**config.mk**
```make
export PLATFORM = sky130hd
export DESIGN_NAME = vga_text_console
export DESIGN_NICKNAME = d
export VERILOG_FILES = /design/src/rtl/vga_text_console.sv
export SDC_FILE = /design/constraint.sdc
export NUM_CORES = 1
export LEC_CHECK = 0
export CORE_ASPECT_RATIO = 1.1
export CORE_MARGIN = 5
export CORE_UTILIZATION = 45
export CTS_BUF_LIST = sky130_fd_sc_hd__clkbuf_8
export CTS_CLUSTER_SIZE = 28
export DETAILED_ROUTE_END_ITERATION = 7
export PLACE_DENSITY_LB_ADDON = 0.05
export SLEW_MARGIN = 40
export SYNTH_ARGS = -nofsm -noshare
export SYNTH_HDL_FRONTEND = slang
export SYNTH_SLANG_ARGS = --single-unit
export TNS_END_PERCENT = 5
```
**constraint.sdc**
```tcl
create_clock -name vclk -period 2.4 [get_ports vclk]
set_input_delay 0.72 -clock vclk [delete_from_list [all_inputs] [get_ports vclk]]
set_output_delay 0.72 -clock vclk [all_outputs]
set_load 0.03 [all_outputs]
```
**src/rtl/vga_text_console.sv**
```systemverilog
// vga_text_console
//   Character-stream front end for the vga_text video RAM port. Takes bytes
//   over a valid/ready handshake, keeps a cursor, interprets CR/LF/BS/FF,
//   auto-wraps at end of line and hardware-scrolls by copying video RAM.
//
// Ports
//   vclk        video/system clock (same clock as vga_text)
//   rst_n       synchronous reset, active low
//   char_in     input byte; char_valid qualifies it, char_ready accepts it
//   cls         clear-screen pulse, honoured in IDLE only
//   ram_addr    video RAM address   (registered)
//   ram_wdata   video RAM write data (registered)
//   ram_we      video RAM write enable (registered)
//   ram_rdata   video RAM read data for the address on ram_addr
//   cur_col     cursor column (registered)
//   cur_row     cursor row    (registered)
//   busy        high whenever the block is not in IDLE (registered)
module vga_text_console #(
  parameter int         COLS = 80,
  parameter int         ROWS = 30,
  parameter int         AW   = 12,
  parameter logic [7:0] FILL = 8'h20
) (
  input  logic                      vclk,
  input  logic                      rst_n,
  input  logic [7:0]                char_in,
  input  logic                      char_valid,
  output logic                      char_ready,
  input  logic                      cls,
  output logic [AW-1:0]             ram_addr,
  output logic [7:0]                ram_wdata,
  output logic                      ram_we,
  input  logic [7:0]                ram_rdata,
  output logic [$clog2(COLS)-1:0]   cur_col,
  output logic [$clog2(ROWS)-1:0]   cur_row,
  output logic                      busy
);

  localparam int CW = $clog2(COLS);
  localparam int RW = $clog2(ROWS);

  // Last cell of the screen and first cell of the bottom row.
  localparam logic [AW-1:0] LAST_CELL  = AW'(COLS*ROWS - 1);
  localparam logic [AW-1:0] LAST_COPY  = AW'(COLS*(ROWS-1) - 1);
  localparam logic [AW-1:0] BOTTOM_ROW = AW'(COLS*(ROWS-1));
  localparam logic [AW-1:0] ROW_STRIDE = AW'(COLS);
  localparam logic [CW-1:0] LAST_COL   = CW'(COLS - 1);
  localparam logic [RW-1:0] LAST_ROW   = RW'(ROWS - 1);

  typedef enum logic [2:0] {
    CLEAR,
    IDLE,
    EXEC,
    SCROLL_RD,
    SCROLL_WR,
    SCROLL_FILL
  } state_t;

  state_t          state, state_d;
  logic [AW-1:0]   cnt, cnt_d;
  logic [CW-1:0]   col_d;
  logic [RW-1:0]   row_d;
  logic [AW-1:0]   row_base, row_base_d;
  logic [7:0]      byte_q, byte_d;
  logic [AW-1:0]   addr_d;
  logic [7:0]      wdata_d;
  logic            we_d;
  logic            adv_row;

  assign char_ready = (state == IDLE) & ~cls;

  always_comb begin
    state_d    = state;
    cnt_d      = cnt;
    col_d      = cur_col;
    row_d      = cur_row;
    row_base_d = row_base;
    byte_d     = byte_q;
    addr_d     = ram_addr;
    wdata_d    = ram_wdata;
    we_d       = 1'b0;
    adv_row    = 1'b0;

    case (state)
      CLEAR: begin
        we_d    = 1'b1;
        addr_d  = cnt;
        wdata_d = FILL;
        if (cnt == LAST_CELL) begin
          cnt_d      = '0;
          col_d      = '0;
          row_d      = '0;
          row_base_d = '0;
          state_d    = IDLE;
        end else begin
          cnt_d = cnt + 1'b1;
        end
      end

      IDLE: begin
        // cls wins over a simultaneous byte; char_ready is already low.
        if (cls) begin
          cnt_d   = '0;
          state_d = CLEAR;
        end else if (char_valid) begin
          byte_d  = char_in;
          state_d = EXEC;
        end
      end

      EXEC: begin
        state_d = IDLE;
        if (byte_q >= 8'h20) begin
          we_d    = 1'b1;
          addr_d  = row_base + AW'(cur_col);
          wdata_d = byte_q;
          if (cur_col == LAST_COL) begin
            col_d   = '0;
            adv_row = 1'b1;
          end else begin
            col_d = cur_col + 1'b1;
          end
        end else begin
          case (byte_q)
            8'h0D: col_d = '0;
            8'h0A: begin
              col_d   = '0;
              adv_row = 1'b1;
            end
            8'h08: if (cur_col != '0) col_d = cur_col - 1'b1;
            8'h0C: begin
              cnt_d   = '0;
              state_d = CLEAR;
            end
            default: ;
          endcase
        end
        // Moving past the bottom row keeps the cursor on it and scrolls.
        if (adv_row) begin
          if (cur_row == LAST_ROW) begin
            cnt_d   = '0;
            state_d = SCROLL_RD;
          end else begin
            row_d      = cur_row + 1'b1;
            row_base_d = row_base + ROW_STRIDE;
          end
        end
      end

      // Copy cell cnt+COLS down to cnt. The source address sits on ram_addr
      // for one cycle; its data is on ram_rdata by the following edge, where
      // SCROLL_WR captures it into the write.
      SCROLL_RD: begin
        addr_d  = cnt + ROW_STRIDE;
        state_d = SCROLL_WR;
      end

      SCROLL_WR: begin
        we_d    = 1'b1;
        addr_d  = cnt;
        wdata_d = ram_rdata;
        if (cnt == LAST_COPY) begin
          cnt_d   = BOTTOM_ROW;
          state_d = SCROLL_FILL;
        end else begin
          cnt_d   = cnt + 1'b1;
          state_d = SCROLL_RD;
        end
      end

      SCROLL_FILL: begin
        we_d    = 1'b1;
        addr_d  = cnt;
        wdata_d = FILL;
        if (cnt == LAST_CELL) begin
          cnt_d   = '0;
          state_d = IDLE;
        end else begin
          cnt_d = cnt + 1'b1;
        end
      end

      default: begin
        cnt_d   = '0;
        state_d = CLEAR;
      end
    endcase
  end

  always_ff @(posedge vclk) begin
    if (!rst_n) begin
      state     <= CLEAR;
      cnt       <= '0;
      cur_col   <= '0;
      cur_row   <= '0;
      row_base  <= '0;
      byte_q    <= '0;
      ram_addr  <= '0;
      ram_wdata <= '0;
      ram_we    <= 1'b0;
      busy      <= 1'b1;
    end else begin
      state     <= state_d;
      cnt       <= cnt_d;
      cur_col   <= col_d;
      cur_row   <= row_d;
      row_base  <= row_base_d;
      byte_q    <= byte_d;
      ram_addr  <= addr_d;
      ram_wdata <= wdata_d;
      ram_we    <= we_d;
      busy      <= (state_d != IDLE);
    end
  end

endmodule

```
---- Word level (Yosys, flattened, before mapping) ----
Cells that the tools add are included.
operators by class
  add/sub/neg operators ................... 7
  bitwise logic cells ..................... 3
  reductions and logical operators ........ 14
  $lt $le $gt $ge ......................... 1
  equal/unequal tests ..................... 21
  multiplexer cells ....................... 41
operators by type and width
  operator                                                            number
  two-way mux 12 bit                                                  11
  one-hot mux 12 bit (5 select lines)                                 1
  one-hot mux 12 bit (3 select lines)                                 1
  equality test 8 x 4 -> 1 bit (second input constant)                4
  two-way mux 7 bit                                                   4
  one-hot mux 7 bit (2 select lines)                                  2
  adder 12 x 7 -> 12 bit (second input constant)                      2
  equality test 12 bit (second input constant)                        2
  one-hot mux 12 bit (2 select lines)                                 1
  one-hot mux 8 bit (3 select lines)                                  1
  two-way mux 3 bit                                                   6
  two-way mux 5 bit                                                   3
  one-hot mux 3 bit (5 select lines)                                  1
  adder 12 x 1 -> 12 bit (second input constant)                      1
  adder 12 x 7 -> 12 bit                                              1
  != test 2 bit (second input constant)                               5
  one-hot mux 5 bit (2 select lines)                                  1
  greater-or-equal comparator 8 x 6 -> 1 bit (second input constant)  1
  two-way mux 8 bit                                                   1
  AND reduction 4 bit                                                 2
  adder 7 x 1 -> 7 bit (second input constant)                        1
  equality test 7 bit (second input constant)                         1
  two-way mux 1 bit                                                   7
  nonzero test 7 bit                                                  1
  19 further kinds                                                    26
storage, ports and cells
  bits in registers ....................... 69
  word-level logic and storage cells ...... 97
  bits of input ports ..................... 20

---- Logic depth before layout (Yosys ltp) ----
Gate-level depths: netlist of the first run.
  depth in word-level cells ............... 7
  depth in mapped cells ................... 8
  mapped depth without buffers ............ 7

---- Worst setup path after synthesis of the first run ----
No wires, ideal clock.
  kind .................................... reg2reg
  start point ............................. register cur_col[0]
  end point ............................... register row_base[11]
  library setup time ...................... 0.072 ns
  cell stages (with the launch flop) ...... 8
  slack ................................... 0.162 ns
  data arrival time ....................... 2.167 ns
  buffers on the path ..................... 1
  cell sequence ........................... dfxtp_1 -> ha_1 -> and3_1 -> nand4_1 -> a21o_1 -> clkbuf_1 -> a211oi_1 -> mux2i_1
between the ends
  cells in the longest elaborated chain, start to end .. 6
RTL lines
  element                               RTL line  source
  start: declaration                    34        output logic [$clog2(COLS)-1:0] cur_col,
  start signal: assignment              205       cur_col <= col_d;
  equality test 7 bit                   117       if (cur_col == LAST_COL) begin
  two-way mux 1 bit                     117
  two-way mux 1 bit                     113       if (byte_q >= 8'h20) begin
  two-way mux 1 bit                     84        case (state)
  != test 2 bit (no source line)        -
  AND reduction 4 bit (no source line)  -
  end signal: assignment                207       row_base <= row_base_d;
  end: declaration                      63        logic [AW-1:0] row_base, row_base_d;
No other way between the ends. The select of a mux whose other input is x is not followed.
A chain may end at the register's enable or synchronous reset.

---- Worst setup path in the final report of the first run ----
  start point ............................. register cur_col[3]
  end point ............................... output port cur_col[3]
No word-level cell between the ends.

==> impl_results.md, run 1 <==
* Total congestion overflow at 0
* Area of the die at between 10000 and 15000 sq um
* Setup repair after global routing missed its margin: yes
* Final critical-path required period at around 2.3 ns
* Kind of start point of the critical path: register
* Critical path capture point type: primary output
* Combinational cell fraction of total power at ~6%
* Sequential fraction of the synthesis area at between 30% and 40%
* Worst vdd rail ir drop at 0.194 mV
* Ordered cell list for the critical path: clkdlybuf4s50_1
* Post-synthesis cell area at between 4000 and 5000 sq um
* Clk_lat worst skew at between 0.3 and 0.4 ns
* TritonCTS buffer count at 9
* CP max stage cell: clkdlybuf4s50_1
* Number of maximum-capacitance constraint violations at 0
* Routed wirelength normalized by instance count at between 15 and 20 um
* Setup violations, final at 0
* Synth Instances at just over 500
* Ant. Diodes at 0
* Avg Vias per Cell at 6.17
* ANT nets after route at 0
* FF+latch count, synth at 65
* Port-buffer cells at 54
* Relative area change from synthesis to final layout at 25.9%
* Number of buffers and inverters on the critical path at 1
* Highest Clock Rate at roughly 0.43 GHz
* Result of the run: completed
* DR pass1 iterations at 6
* Total number of vias at between 4000 and 5000
* Final core area utilization at slightly below 60%
* Classification of the worst-slack hold path: register to register
* Internal power component at 0.00154 W
* Die span in y at around 110 um
* Pwr/cell area at roughly 400 nW/um^2
* GR Util All Layers at between 20% and 30%
* Level count of the clock H-tree at 3
* Total placed cells including tap cells at between 600 and 700
* Net count after synthesis at ~550
* Highest cell delay on the worst timing path at roughly 0.74 ns
* Final critical-path setup slack at between 0.07 and 0.08 ns
* Fin cells at roughly 700
* Headroom to the max-slew limit at a little under three fifths
* Per-instance average area after synthesis at between 8 and 9 sq um
* Net switching power of the design at between 0.0005 and 0.0006 W
* Crit share post-route at between 90 and 100%
* Half-perimeter wire length after placement at approximately 10 mm
* Final wirelength at ~13 mm
* Floorplan Core Area at around 9000 sq um
* Required time at the worst-slack endpoint at around 1.7 ns
* Commonest register cell after synthesis: dfxtp_1
* Number of antenna violations at the first check in global routing at 0
* Share of total power consumed by net switching at 25.0%
* Number of placed I/O pins at between 50 and 60
* Clock net sink count at 65
* Cell Rows at 36
* Largest buffer count on any clock path at 2
* Clock tree root buffer cell: clkbuf_8
* Wire length of the first global-routing pass at about 21 mm
* Final-report max-slew violation count at 0
* CTS tree: yes
* Final Hold Violating Endpoints at 0
* Leakage component of the power at roughly 1.9 nW
* Count of unresolved DRC violations after routing at 0
* Number of unique standard cell types used by synthesis at 77
* Initial cell density of the core at between 40% and 50%
* Initial drt markers at 348
* Share of flip-flops with an asynchronous set or reset after synthesis at 0%
* Arr. time, crit path at 1.61 ns
* Worst setup slack after placement at 0.0668 ns
* Clock Skews at about 0.009 ns
* Horizontal extent of the die at a little over 100 um
* Largest net degree at the start of global routing at 25
* Vias in the first global route at between 4000 and 5000
* Syn. warnings at 0
* Maximum fanout encountered on the critical timing path at 14
* Sequential Power Share at between 50 and 60%
* Post-layout nets at between 600 and 700
* CP Class: register to primary output
* Worst Tran Pin Value at 0.663 ns
* Final RePlAce weighted congestion at between 0.8 and 0.9
* Power share of the clock group at between 40% and 50%
* Share of post-route cells with drive strength above 1 at between 15 and 20%
* Clock transition time at the flip-flop clock pins of the worst setup and hold paths at around 0.07 ns
* Worst slack on hold paths at approximately 0.45 ns
* Kind of cell adding the most delay to the critical path: buffers and inverters
* Count of flip-flops with a built-in enable after synthesis at 0
[layer usage]
| layer | share of wire [%] | up-vias | track usage [%] |
|---|---|---|---|
| met5 | 0 | - | 0 |
| met4 | 2.7 | 0 | 10.2 |
| met3 | 5.4 | 35 | 2.89 |
| met2 | 47 | 163 | 38.3 |
| met1 | 45 | 2070 | 32.0 |
| li1 | - | 2116 | - |
[repair_timing]
item                                    CTS  global route
endpoints found under the setup margin    3             2
buffers inserted                          0             0
gates resized for setup                   3             1
hold buffers                              0             0
[Yosys cell counts (11+ instances only)]
cell | n | area share (%)
a21oi_1 | 39 | 4.7
clkbuf_1 | 23 | 2.1
dfxtp_1 | 65 | 32
ha_1 | 14 | 4.3
inv_1 | 17 | 1.6
nand2_1 | 41 | 3.7
nand3_1 | 31 | 3.8
nand4_1 | 11 | 1.7
nor2_1 | 38 | 3.5
nor3_1 | 13 | 1.6
o21ai_0 | 26 | 3.2
xnor2_1 | 11 | 2.3
[worst paths after layout]
| check | from | endpoint | slack, ns | cells past startpoint |
|---|---|---|---|---|
| max | cur_col[3]$_SDFFE_PN0P_ | cur_col[3] | 0.07 | 1 |
| min | ram_addr[2]$_SDFFE_PN0P_ | ram_addr[2]$_SDFFE_PN0P_ | 0.45 | 2 |
| max reg2reg | cnt[1]$_SDFFE_PN0P_ | cur_row[3]$_SDFFE_PN0P_ | 0.14 | 8 |
| min reg2reg | ram_addr[2]$_SDFFE_PN0P_ | ram_addr[2]$_SDFFE_PN0P_ | 0.45 | 2 |
[sequential cells by signal (all words and copies together), names as in the netlist]
signal / cells
cnt: 12
ram_addr: 12
byte_q: 8
ram_wdata: 8
row_base: 8
cur_col: 7
cur_row: 5
state: 3
busy: 1
ram_we: 1
[cells in the final DEF (no fill, tap or decap), drive strengths merged, types with 11 or more instances in the layout]
cell / Yosys / routed
xnor2: 11 / 11
nor2: 40 / 40
nand3: 31 / 31
dfxtp: 65 / 65
a21oi: 39 / 39
clkdlybuf4s50: 0 / 52
nand2: 41 / 41
nor3: 15 / 15
o21ai: 30 / 30
inv: 17 / 17
nand4: 11 / 11
buf: 10 / 51
ha: 14 / 14
[through the flow]
| step | TNS [ns] | area, sq um | total power [W] |
|---|---|---|---|
| after CTS | 0 | 5180 | 0.00207 |
| after global routing | -0.0560 | 5180 | 0.00213 |
| final | 0 | 5180 | 0.00206 |
| after global placement | 0 | 5000 | 0.00124 |
| after detailed placement | 0 | 5010 | 0.00124 |
| after floorplan | 0 | 4120 | 0.00117 |
[logic make-up after synthesis]
logic type	after synthesis	synth area share (%)
simple gates	193	24.4
compound gates	164	28.5
flops	65	31.6
buf+inv	51	5.71
xor+xnor	16	3.40
fa+ha+maj	14	4.26
mux	8	1.95
other cells	1	0.0911
[layout make-up]
class | instances | area, sq um
Clock inverter | 5 | 32.5
Clock buffer | 10 | 138
Multi-Input combinational cell | 396 | 2590
Tap cell | 114 | 143
Fill cell | 832 | 3740
Sequential cell | 65 | 1310
Inverter | 17 | 63.8
Timing Repair Buffer | 104 | 912
[power by group through the flow]
stage | Combinational (W) | Sequential, W | Clock [W]
3_3_place_gp | 0.000120 | 0.00112 | 0
5_1_grt | 0.000131 | 0.00109 | 0.000900
4_1_cts | 0.000121 | 0.00109 | 0.000855
6_report | 0.000122 | 0.00109 | 0.000839
2_1_floorplan | 0.0000437 | 0.00113 | 0
3_5_place_dp | 0.000121 | 0.00112 | 0
(Power assumes the default switching activity.)
==> run 2: changes to the inputs <==
MAX_ROUTING_LAYER = met4   (was unset)
==> run 2 against run 1 <==
Effect of this change: die area stayed put; register-to-register slack worse by 0.02 ns; final area is 0.99% higher; hold slack better by 0.014 ns; sequential cell count stayed put; utilization is 0.58 points higher; highest routed layer unchanged.
==> impl_results.md, run 2 (synthesis gave the netlist of run 1 again) <==
* Result of the run: completed
* CTS tree: yes
* Largest net degree at the start of global routing at 25
* Number of antenna violations at the first check in global routing at 0
* Die span in y at about 110 um
* Avg Vias per Cell at a little over 6
* Worst vdd rail ir drop at about 0.28 mV
* GR Util All Layers at between 20% and 30%
* Most frequent cells in the layout: dfxtp_1, clkdlybuf4s50_1, buf_4, nand2_1, a21oi_1
* Final-report max-slew violation count at 0
* Final RePlAce weighted congestion at a little over 0.9
* Total placed cells including tap cells at roughly 700
* Port-buffer cells at 54
* Crit share post-route at between 90% and 100%
* Kind of start point of the critical path: input pin
* Horizontal extent of the die at roughly 100 um
* Fin cells at between 700 and 800
* Number of placed I/O pins at between 50 and 60
* Worst Tran Pin Value at ~0.63 ns
* CP Class: input pin to primary output
* DR pass1 iterations at 5
* Initial drt markers at about 400
* Floorplan Core Area at between 8000 and 9000 sq um
* Worst slack on hold paths at roughly 0.47 ns
* Wire length of the first global-routing pass at between 20 and 25 mm
* Critical path capture point type: primary output
* Cell Rows at 36
* Required time at the worst-slack endpoint at 1.68 ns
* CP max stage cell: clkdlybuf4s50_1
* Clock tree root buffer cell: clkbuf_8
* Internal reg-to-reg setup slack at ~0.12 ns
* Routed wirelength normalized by instance count at between 15 and 20 um
* TritonCTS buffer count at 9
* Clock net sink count at 65
* Leakage component of the power at slightly below 2 nW
* Summed negative setup slack over all endpoints at 0 ns
* Most common library cell in the layout ignoring fill and taps: dfxtp_1
* Number of maximum-capacitance constraint violations at 0
* Count of unresolved DRC violations after routing at 0
* Total congestion overflow at 0
* Highest Clock Rate at approximately 0.43 GHz
* Ant. Diodes at 0
* Clk_lat worst skew at 0.35 ns
* Final critical-path required period at between 2 and 2.5 ns
* Clock transition time at the flip-flop clock pins of the worst setup and hold paths at 0.07 ns
* Classification of the worst-slack hold path: register to register
* Share of post-route cells with drive strength above 1 at between 15 and 20%
* Setup violations, final at 0
* Headroom to the max-slew limit at between 50 and 60%
* ANT nets after route at 0
* Number of buffers inserted to repair setup after CTS at 0
* Total number of vias at around 4400
* Clock Skews at ~0.006 ns
* Maximum fanout encountered on the critical timing path at 2
* Vias in the first global route at between 4000 and 5000
* Final wirelength at roughly 13 mm
* Setup repair after global routing missed its margin: no
* Final Hold Violating Endpoints at 0
* Pwr/cell area at about 420 nW/um^2
* Relative area change from synthesis to final layout at 27.1%
* Initial cell density of the core at a little under half
* Worst setup slack after placement at 0.0699 ns
* Area of the die at between 10000 and 15000 sq um
* Post-layout nets at between 600 and 700
* Number of buffers and inverters on the critical path at 2
* Ordered cell list for the critical path: clkdlybuf4s50_1 -> nor3_2 -> buf_4
* Top Registers: cnt (12), ram_addr (12)
* Highest cell delay on the worst timing path at about 0.43 ns
* Final critical-path setup slack at approximately 0.062 ns
* Half-perimeter wire length after placement at 9.74 mm
* Kind of cell adding the most delay to the critical path: buffers and inverters
* Arr. time, crit path at between 1.5 and 2 ns
* Largest buffer count on any clock path at 2
* Level count of the clock H-tree at 3
[run 2: per-stage QoR]
stage               cell area [sq um]  util (%)  total power, W
finish                           5230      58.7         0.00220
global route                     5230      58.7         0.00228
detailed placement               5020      56.2         0.00124
CTS                              5220      58.5         0.00222
floorplan                        4120         -         0.00117
global placement                 5010      56.2         0.00124
[run 2: power by group]
group,switching [W],internal (W)
combinational,0.0000604,0.0000630
sequential,0.00000730,0.00109
clock,0.000451,0.000530
total,0.000519,0.00168
[run 2: worst paths after layout]
path | start | endpoint | depth (start not counted)
max | cls | char_ready | 3
min | ram_addr[2]$_SDFFE_PN0P_ | ram_addr[2]$_SDFFE_PN0P_ | 2
max reg2reg | cnt[9]$_SDFFE_PN0P_ | cur_col[5]$_SDFFE_PN0P_ | 5
min reg2reg | ram_addr[2]$_SDFFE_PN0P_ | ram_addr[2]$_SDFFE_PN0P_ | 2
[run 2: final cells by class]
class / instances / area, sq um
Clock buffer: 11 / 151
Clock inverter: 4 / 52.6
Fill cell: 818 / 3690
Inverter: 17 / 63.8
Multi-Input combinational cell: 396 / 2600
Sequential cell: 65 / 1300
Tap cell: 114 / 143
Timing Repair Buffer: 105 / 920
[run 2: layer usage]
layer	GRT usage, %	up-vias	share of wire [%]
met4	9.50	0	2.6
met5	-	-	0
met1	32.3	2100	45
li1	-	2108	-
met3	3.08	29	5.4
met2	39.8	162	47
[run 2: repair_timing]
action | 4_1_cts | 5_1_grt
setup endpoints to repair | 3 | 1
hold buffers | 0 | 0
pin swaps | 0 | 0
gates resized for setup | 3 | 1
[run 2: worst min-delay path, delay by kind of cell (launching register included)]
kind,cells,cell delay [ns]
AOI/OAI and AO/OA,1,0.06
and+or+nand+nor,1,0.05
DFF,1,0.31
